`config.mk`:
```
export PLATFORM = sky130hd
export DESIGN_NAME = loop_stack_ctrl
export DESIGN_NICKNAME = d
export VERILOG_FILES = /design/src/rtl/bf_pkg.sv /design/src/rtl/loop_stack_ctrl.sv
export SDC_FILE = /design/constraint.sdc
export NUM_CORES = 1
export LEC_CHECK = 0
export BUFFER_PORTS_ARGS = -buffer_cell sky130_fd_sc_hd__buf_2
export CORE_MARGIN = 10
export CORE_UTILIZATION = 45
export CTS_BUF_LIST = sky130_fd_sc_hd__clkbuf_16
export DETAILED_ROUTE_END_ITERATION = 10
export PLACE_DENSITY = 0.76
export SKIP_LAST_GASP = 1
export SYNTH_ARGS = -nofsm -noshare
export SYNTH_HDL_FRONTEND = slang
export SYNTH_SLANG_ARGS = --single-unit
```
`constraint.sdc`:
```
create_clock -name clk -period 4.7 [get_ports clk]
set_clock_uncertainty 0.15 [all_clocks]
set_input_delay 0.705 -clock clk [delete_from_list [all_inputs] [get_ports clk]]
set_output_delay 0.705 -clock clk [all_outputs]
set_load 0.02 [all_outputs]
```
`src/rtl/bf_pkg.sv`:
```
// Shared bf CPU definitions: loop-stack command encodings, sequencer states, default widths.
package bf_pkg;

    localparam int DEF_I_ADDR_WIDTH = 16;

    localparam logic [1:0] OP_FLUSH = 2'b00;
    localparam logic [1:0] OP_PUSH  = 2'b01;
    localparam logic [1:0] OP_POP   = 2'b10;
    localparam logic [1:0] OP_PEEK  = 2'b11;

    typedef enum logic [0:0] {
        ST_IDLE   = 1'b0,
        ST_REFILL = 1'b1
    } loop_state_t;

endpackage

```
`src/rtl/loop_stack_ctrl.sv`:
```
// Loop-address stack sequencer: TOS lives in a register, the rest spills to the stack RAM,
// and a POP at depth>=2 spends one extra cycle reloading TOS from the RAM.
module loop_stack_ctrl
    import bf_pkg::*;
#(
    parameter int I_ADDR_WIDTH   = DEF_I_ADDR_WIDTH,
    parameter int MAX_LOOP_DEPTH = 256
) (
    input  logic                    clk,
    input  logic                    rst_n,
    input  logic                    cmd_valid,
    output logic                    cmd_ready,
    input  logic [1:0]              cmd_op,
    input  logic [I_ADDR_WIDTH-1:0] cmd_data,
    output logic                    rsp_valid,
    output logic [I_ADDR_WIDTH-1:0] rsp_data,
    output logic                    rsp_err,
    output logic [31:0]             depth,
    output logic                    empty,
    output logic                    full,
    output logic                    err_overflow,
    output logic                    err_underflow,
    input  logic                    err_clear,
    output logic [31:0]             ram_write_addr,
    output logic                    ram_write_en,
    output logic [I_ADDR_WIDTH-1:0] ram_write_data,
    output logic [31:0]             ram_read_addr,
    input  logic [I_ADDR_WIDTH-1:0] ram_read_data
);

    loop_state_t             state;
    logic [I_ADDR_WIDTH-1:0] tos;
    logic                    accept;

    assign cmd_ready = (state == ST_IDLE) && rst_n;
    assign accept    = cmd_valid && cmd_ready;
    assign empty     = (depth == 32'd0);
    assign full      = (depth == 32'(MAX_LOOP_DEPTH));

    // Old TOS spills to RAM on a push; nothing to spill when the stack is empty.
    assign ram_write_en   = accept && (cmd_op == OP_PUSH) && !full && !empty;
    assign ram_write_addr = depth - 32'd1;
    assign ram_write_data = tos;

    // depth has already dropped by one in REFILL, so depth-1 holds the POP-time address.
    always_comb begin
        if (state == ST_REFILL)
            ram_read_addr = depth - 32'd1;
        else if (depth >= 32'd2)
            ram_read_addr = depth - 32'd2;
        else
            ram_read_addr = 32'd0;
    end

    always_ff @(posedge clk) begin
        if (!rst_n) begin
            state         <= ST_IDLE;
            depth         <= 32'd0;
            tos           <= '0;
            rsp_valid     <= 1'b0;
            rsp_err       <= 1'b0;
            rsp_data      <= '0;
            err_overflow  <= 1'b0;
            err_underflow <= 1'b0;
        end else begin
            rsp_valid <= 1'b0;
            rsp_err   <= 1'b0;
            // Clear first so a same-cycle set below takes precedence.
            if (err_clear) begin
                err_overflow  <= 1'b0;
                err_underflow <= 1'b0;
            end
            case (state)
                ST_IDLE: begin
                    if (accept) begin
                        case (cmd_op)
                            OP_FLUSH: begin
                                depth <= 32'd0;
                                tos   <= '0;
                            end
                            OP_PUSH: begin
                                if (full) begin
                                    err_overflow <= 1'b1;
                                end else begin
                                    tos   <= cmd_data;
                                    depth <= depth + 32'd1;
                                end
                            end
                            default: begin
                                rsp_valid <= 1'b1;
                                if (empty) begin
                                    rsp_err       <= 1'b1;
                                    rsp_data      <= '0;
                                    err_underflow <= 1'b1;
                                end else begin
                                    rsp_data <= tos;
                                    if (cmd_op == OP_POP) begin
                                        depth <= depth - 32'd1;
                                        if (depth == 32'd1)
                                            tos <= '0;
                                        else
                                            state <= ST_REFILL;
                                    end
                                end
                            end
                        endcase
                    end
                end
                ST_REFILL: begin
                    tos   <= ram_read_data;
                    state <= ST_IDLE;
                end
                default: state <= ST_IDLE;
            endcase
        end
    end

endmodule

```
# --- Word level (Yosys, flattened, before mapping) ---
# Cells that the tools add are included.
totals:
  regBits: 69
  out_inout_bits: 136
  wordCells: 75
op_classes:
  mux: 32
  reduce_logical: 16
  n_eq_ne: 11
  n_lt_le_gt_ge: 1
  bitwise: 4
  add_sub_neg: 3
ops:
  columns: ["cell", "n"]
  rows:
  - ["$mux 32", 5]
  - ["$mux 16", 6]
  - ["$pmux 16 s2", 2]
  - ["$pmux 32 s2", 1]
  - ["$add 32x1->32 const B", 1]
  - ["$eq 32x1->1 const B", 1]
  - ["$eq 32x9->1 const B", 1]
  - ["$ge 32x2->1 const B", 1]
  - ["$logic_not 32->1", 1]
  - ["$sub 32x1->32 const B", 1]
  - ["$sub 32x2->32 const B", 1]
  - ["$mux 1", 17]
  - ["$reduce_and 5->1", 2]
  - ["$ne 4x1->1 const B", 2]
  - ["$logic_and 1x1->1", 5]
  - ["$reduce_or 5->1", 1]
  - ["$ne 2x2->1 const B", 2]
  - ["$ne 4x2->1 const B", 1]
  - ["$not 1->1", 4]
  - ["$ne 3x1->1 const B", 1]
  - ["$ne 3x3->1 const B", 1]
  - ["$reduce_and 3->1", 1]
  - ["$reduce_bool 3->1", 1]
  - ["$reduce_or 3->1", 1]
  - ["6 further kinds", 7]

# --- Logic depth before layout (Yosys ltp) ---
# Gate-level depths: netlist (run 1).
logic_depth:
  ltp_word: 7
  depth_mapped: 11
  depth_no_buf: 8

# --- Worst setup path before layout (run 1) ---
# No wires, ideal clock.
synth_path:
  path_kind: "register -> output"
  from: "register depth[2]"
  to: "output port ram_read_addr[8]"
  arrival_ns: 2.533
  stages_incl_launch_ff: 9
  path_slack_ns: 1.312
  path_buffers: 2
  cell_sequence: "dfxtp_1 > buf_6 > or4_1 > o31a_1 > nand4_1 > and2_1 > clkbuf_1 > a22oi_1 > o31ai_1"
synth_via:
  elab_chain_cells: 3
  word_cells_on_any_way: 5
  cone_classes: "add/sub (2); order compare (1); mux (2)"
synth_rtl:
  columns: ["element", "line_no", "rtl"]
  rows:
  - ["start, declared", "loop_stack_ctrl.sv:18", "output logic [31:0] depth,"]
  - ["start signal, assigned", "loop_stack_ctrl.sv:86", "depth <= depth + 32'd1;"]
  - ["start signal, assigned", "loop_stack_ctrl.sv:98", "depth <= depth - 32'd1;"]
  - ["$sub 32x2->32 or $ge 32x2->1 (tied branches)", "loop_stack_ctrl.sv:50, loop_stack_ctrl.sv:49", null]
  - ["$mux 32", "loop_stack_ctrl.sv:49", "else if (depth >= 32'd2)"]
  - ["$mux 32 *", "loop_stack_ctrl.sv:47", "if (state == ST_REFILL)"]
  - ["end, declared", "loop_stack_ctrl.sv:27", "output logic [31:0] ram_read_addr,"]
# Every way passes the cells marked *; elsewhere a longest branch is shown, timed or not.

# --- Worst setup path in the final report (run 1) ---
layout_path:
  from: "register depth[23]"
  to: "output port ram_read_addr[11]"
layout_via:
  elab_chain_cells: 3
layout_rtl:
  columns: ["element", "line_no"]
  rows:
  - ["$ge 32x2->1", "loop_stack_ctrl.sv:49"]
  - ["$mux 32", "loop_stack_ctrl.sv:49"]
  - ["$mux 32", "loop_stack_ctrl.sv:47"]
# No other way between the ends.

==> flow_metrics.tcl, run 1 <==
set metrics [dict create \
    hp-start "rsp_data[8]" \
    drive_gt1_share_pct 26.0 \
    dp_hpwl_um 14900 \
    die_w_um 131 \
    ys_top_cells_by_count "a21oi_1 (76), dfxtp_1 (69), nand2_1 (69)" \
    startpoint_type "flop" \
    syn_area_per_cell_um2 7.27 \
    synth.yosys.warnings 0 \
    r2r_end "ram_write_data[5]" \
    fin_crit_sh_pct 91.4 \
    tns_ps 0 \
    hold_viol_final 0 \
    yosys-top-cells-area "dfxtp_1 (25%), a21oi_1 (6.9%), xnor2_1 (5.5%)" \
    clk_pin_slew_worst_paths_ps 60 \
    die-area_um2 17100 \
    antenna_found_initial 0 \
    mappedNetlistArea_um2 5530 \
    cts_buffers 9 \
    timing.rr.start "depth[28]" \
    yosysSeqAreaShare_pct 25.0 \
    place.gp.congestion 0.956 \
    total_power_mw 2.69 \
    drcViolationCount 0 \
    power_density_nw_per_um2 403 \
    cts.sinks 69 \
    die_h_um 131 \
    wirelength_um 21100 \
    cts-root-buf "clkbuf_16" \
    io_buffer_count 173 \
    start_util_pct 46.0 \
    placed_area_um2 6370 \
    syn_to_final_growth_pct 20.6 \
    grt_max_degree 43 \
    crit_type "reg2out" \
    via_per_inst 6.34 \
    clk_path_buf_depth 2 \
    clock_latency_ps 340 \
    post_cts_buffers 0 \
    syn-instance-count 761 \
    slew_headroom_pct 20.7 \
    async_flop_share_pct 0 \
    setup_violations 0 \
    yosysMostFrequentCell "a21oi_1" \
    synth-edff-count 0 \
    core_um2 12000 \
    setup_slack_ps 406 \
    min_path_cells 2 \
    synth_seq_cells 69 \
    arrival_ps 3440 \
    yosysTopAreaCell "dfxtp_1" \
    synthFlopType "dfxtp_1" \
    yosysUniqueCellTypes 70 \
    hold_ws_ps 297 \
    vias 6573 \
    ir_drop_mv 0.195 \
    fmax_mhz 233 \
    end_kind "output pin" \
    io_pins 174 \
    grt_usage_pct 23.3 \
    diodes 0 \
    grt_overflow_total 0 \
    dr.pass1.iters 5 \
    htree_levels 3 \
    post-place-ws_ps 894 \
    status "finished clean" \
    drv_cap 0 \
    drt_iter0_markers 807 \
    reg2reg_slack_ps 1150 \
    final_nets 930 \
    hold_buffers 0 \
    grt_pass1_vias 5952 \
    postCtsResizedCells 0 \
    num_rows 40 \
    drv_slew 0 \
    cp_max_fo 14 \
    drtAntennaViolNets 0 \
    ff2ff_path_depth 7 \
    final_area_um2 6670 \
    cp.required_ps 3850 \
    p_leak_nw 2.96 \
    hold_class "reg2reg" \
    rsz0062_at_grt "false" \
    num-fill-cells 1224 \
    grt_pass1_wl_um 32300 \
    cts_tree "yes" \
    min_to "rsp_data[8]" \
    fin_crit_ps 4290 \
    netlist.area_leader.share_pct 25.0 \
    worst_slew_pin_slew_ps 1180 \
    wl_per_cell_um 20.4 \
    synth_nets 807 \
]
==> registers in the layout, summed over array words and instances, names as in the netlist <==
name            flops
depth              32
err_overflow        1
err_underflow       1
ram_write_data     16
rsp_data           16
rsp_err             1
rsp_valid           1
state               1
==> worst max-delay path by stage <==
stage,depth (start not counted),startpoint,endpoint
6_report,7,depth[23],ram_read_addr[11]
5_1_grt,7,depth[23],ram_read_addr[31]
4_1_cts,7,depth[23],ram_read_addr[7]
2_1_floorplan,8,depth[2],ram_read_addr[8]
3_5_place_dp,7,depth[23],ram_read_addr[7]
3_3_place_gp,7,depth[23],ram_read_addr[31]
==> cell families after synthesis <==
family	share of synthesized area, %
multiplexers	0.543
AO/OA/AOI/OAI	28.3
buffers and inverters	7.60
flip-flops	25.0
XOR/XNOR	8.87
adder cells (fa/ha/maj)	1.81
AND/OR/NAND/NOR	27.9
==> metrics by stage <==
step / instances / util (%)
floorplan: 761 / -
global placement: 1020 / 53.0
detailed placement: 1020 / 53.0
global route: 1036 / 55.5
CTS: 1036 / 55.5
finish: 1036 / 55.5
==> worst max-delay path, cell delays in order (launching register included) <==
cell     delay (ps)
dfxtp_1         450
or4_1           610
nor3_1          400
nand4_1         330
buf_4           280
nor2_1          710
nor2_1          130
buf_2           200
==> cell usage in the layout, fill, tap and decap left out, types with 7 or more instances in the layout <==
cell type,count
clkbuf_16,9
ha_1,8
a21oi_1,76
a21oi_2,10
xnor2_1,35
nand3_1,44
a31oi_1,7
a311oi_1,9
nor3_1,13
buf_4,17
nand2_1,69
xor2_1,21
inv_1,19
or4_1,7
and3_1,23
nor4_1,21
dfxtp_1,68
o31ai_1,21
buf_2,173
nand4_1,19
nor2_1,58
o21ai_0,38
and2_1,7
a221oi_1,14
and4_1,8
==> layer usage <==
layer / vias up / share of wire [%] / wire length, µm / GRT usage (%)
met2: 392 / 46 / 9730 / 36.5
met1: 3074 / 42 / 8780 / 30.8
met4: 0 / 2.2 / 463 / 7.52
met3: 40 / 10 / 2120 / 5.80
li1: 3067 / - / - / -
met5: - / 0 / 0 / 0
==> area by class of cell <==
type / count / area (µm²) / area share [%]
clock buffers: 9 / 225 / 3.38
multi-input cells: 593 / 3730 / 55.9
flip-flops and latches: 69 / 1380 / 20.7
clock inverters: 7 / 75.1 / 1.13
repair buffers: 190 / 993 / 14.9
well taps: 147 / 184 / 2.76
inverters: 21 / 78.8 / 1.18
==> power breakdown <==
| part | internal [mW] | switching (mW) |
|---|---|---|
| combinational | 0.437 | 0.864 |
| clock | 0.413 | 0.286 |
| sequential | 0.616 | 0.0743 |
Note: power is estimated with default switching activity, not from simulation.
==> inputs of run 2 (changes only) <==
Settings changed: PLACE_DENSITY 0.76 to 0.79.
Clock period 4.7 ns to 3.7 ns, I/O delays scaled along.
==> run 2 against run 1 <==
  * Clock power is 17% higher
  * Cell area is 3.6% higher
  * Via count is 3.5% higher
  * Worst hold slack hardly changed
  * Cell count is 3.3% higher
  * Die area stayed put
  * Register-to-register slack worse by 510 ps
  * First-iteration DRC count is 9.4% higher
  * Critical path depth stayed put
  * Sequential power is 22% higher
==> flow_metrics.tcl, run 2 (synthesized netlist as in run 1, its figures left out) <==
set metrics [dict create \
    wl_per_cell_um 20.5 \
    cts.sinks 69 \
    fin_crit_ps 3630 \
    num-fill-cells 1168 \
    max_flop_register "depth" \
    min_to "rsp_data[12]" \
    fin_crit_sh_pct 98.1 \
    fmax_mhz 276 \
    die-area_um2 17100 \
    utilization_pct 57.5 \
    io_buffer_count 173 \
    r2r_end "ram_write_data[14]" \
    slew_headroom_pct 38.5 \
    busiest_layer "met2" \
    cp.required_ps 2990 \
    io_pins 174 \
    drv_slew 0 \
    syn_to_final_growth_pct 25.0 \
    wirelength_um 21900 \
    ff2ff_path_depth 7 \
    multi_input_area_um2 3740 \
    status "finished clean" \
    place.gp.congestion 0.983 \
    grt_overflow_total 0 \
    final_nets 964 \
    final_cell_mix "buf_2 (173), a21oi_1 (76), nand2_1 (69)" \
    hold_buffers 0 \
    largest_reg_flops 32 \
    reg2reg_slack_ps 640 \
    htree_levels 3 \
    crit_type "reg2out" \
    p_leak_nw 3.13 \
    start_util_pct 46.0 \
    hp-start "rsp_data[12]" \
    grt_pass1_vias 6412 \
    startpoint_type "flop" \
    seqCellArea_um2 1380 \
    power_density_nw_per_um2 495 \
    rsz0062_at_grt "false" \
    grt_max_degree 43 \
    grt_pass1_wl_um 33600 \
    core_um2 12000 \
    layout_commonest_cell "buf_2" \
    gr-usage-met1_pct 31.0 \
    cts-root-buf "clkbuf_16" \
    die_h_um 131 \
    use_met2_pct 37.8 \
    clk_pin_slew_worst_paths_ps 60 \
    hold_viol_final 0 \
    total_power_mw 3.42 \
    setup_slack_ps 70.5 \
    cts_buffers 9 \
    placed_area_um2 6600 \
    drtAntennaViolNets 0 \
    final_area_um2 6910 \
    grt_usage_pct 24.5 \
    antenna_found_initial 0 \
    post-place-ws_ps 305 \
    cp_max_fo 10 \
    hold_ws_ps 296 \
    end_kind "output pin" \
    worst_slew_pin_slew_ps 922 \
    drv_cap 0 \
    diodes 0 \
    vias 6801 \
    dp.cells 1051 \
    fin_cells 1070 \
    num_rows 40 \
    drcViolationCount 0 \
    dp_hpwl_um 15600 \
    clock_latency_ps 340 \
    dr.pass1.iters 5 \
    setup_violations 0 \
    timing.rr.start "depth[13]" \
    ir_drop_mv 0.247 \
    arrival_ps 2920 \
    via_per_inst 6.36 \
    drive_gt1_share_pct 29.1 \
    die_w_um 131 \
    drt_iter0_markers 883 \
    min_path_cells 2 \
    clk_path_buf_depth 2 \
    hold_class "reg2reg" \
    tns_ps 0 \
    use_met3_pct 6.81 \
    cts_tree "yes" \
]
[run 2: metal layers]
layer	vias up	part of all wire, %
met5	-	0
met4	0	4.2
met3	78	12
met2	448	45
met1	3147	39
li1	3128	-
[run 2: power breakdown]
part           internal [mW]  switching, mW  total, mW  leakage [nW]
registers              0.782         0.0621      0.844         0.562
logic                  0.603           1.15       1.76          2.44
clock network          0.455          0.364      0.819         0.128
total                   1.84           1.58       3.42          3.13
[run 2: final cells by class]
cell class / instances / area share, %
Multi-Input combinational cell: 593 / 54.1
Clock inverter: 7 / 0.724
Tap cell: 147 / 2.66
Inverter: 21 / 1.14
Clock buffer: 9 / 3.26
Timing Repair Buffer: 224 / 18.1
Sequential cell: 69 / 20.0
[run 2: repair_timing]
action,CTS,global route
buffers inserted,3,0
endpoints found under the setup margin,3,6
pin swaps,1,0
resized for setup,0,3
[run 2: worst max-delay path: stages, from the launching register on]
cell and delay (ps):
dfxtp_1 420, or4_1 620, o31a_1 340, nand4_1 120, and2_1 400, a22oi_1 130
o31ai_1 320, buf_2 240
[run 2: worst max-delay path by stage]
stage,end,start
floorplan,ram_read_addr[8],depth[2]
global placement,ram_read_addr[19],depth[1]
detailed placement,ram_read_addr[19],depth[1]
CTS,ram_read_addr[8],depth[2]
global route,ram_read_addr[8],depth[2]
finish,ram_read_addr[8],depth[2]
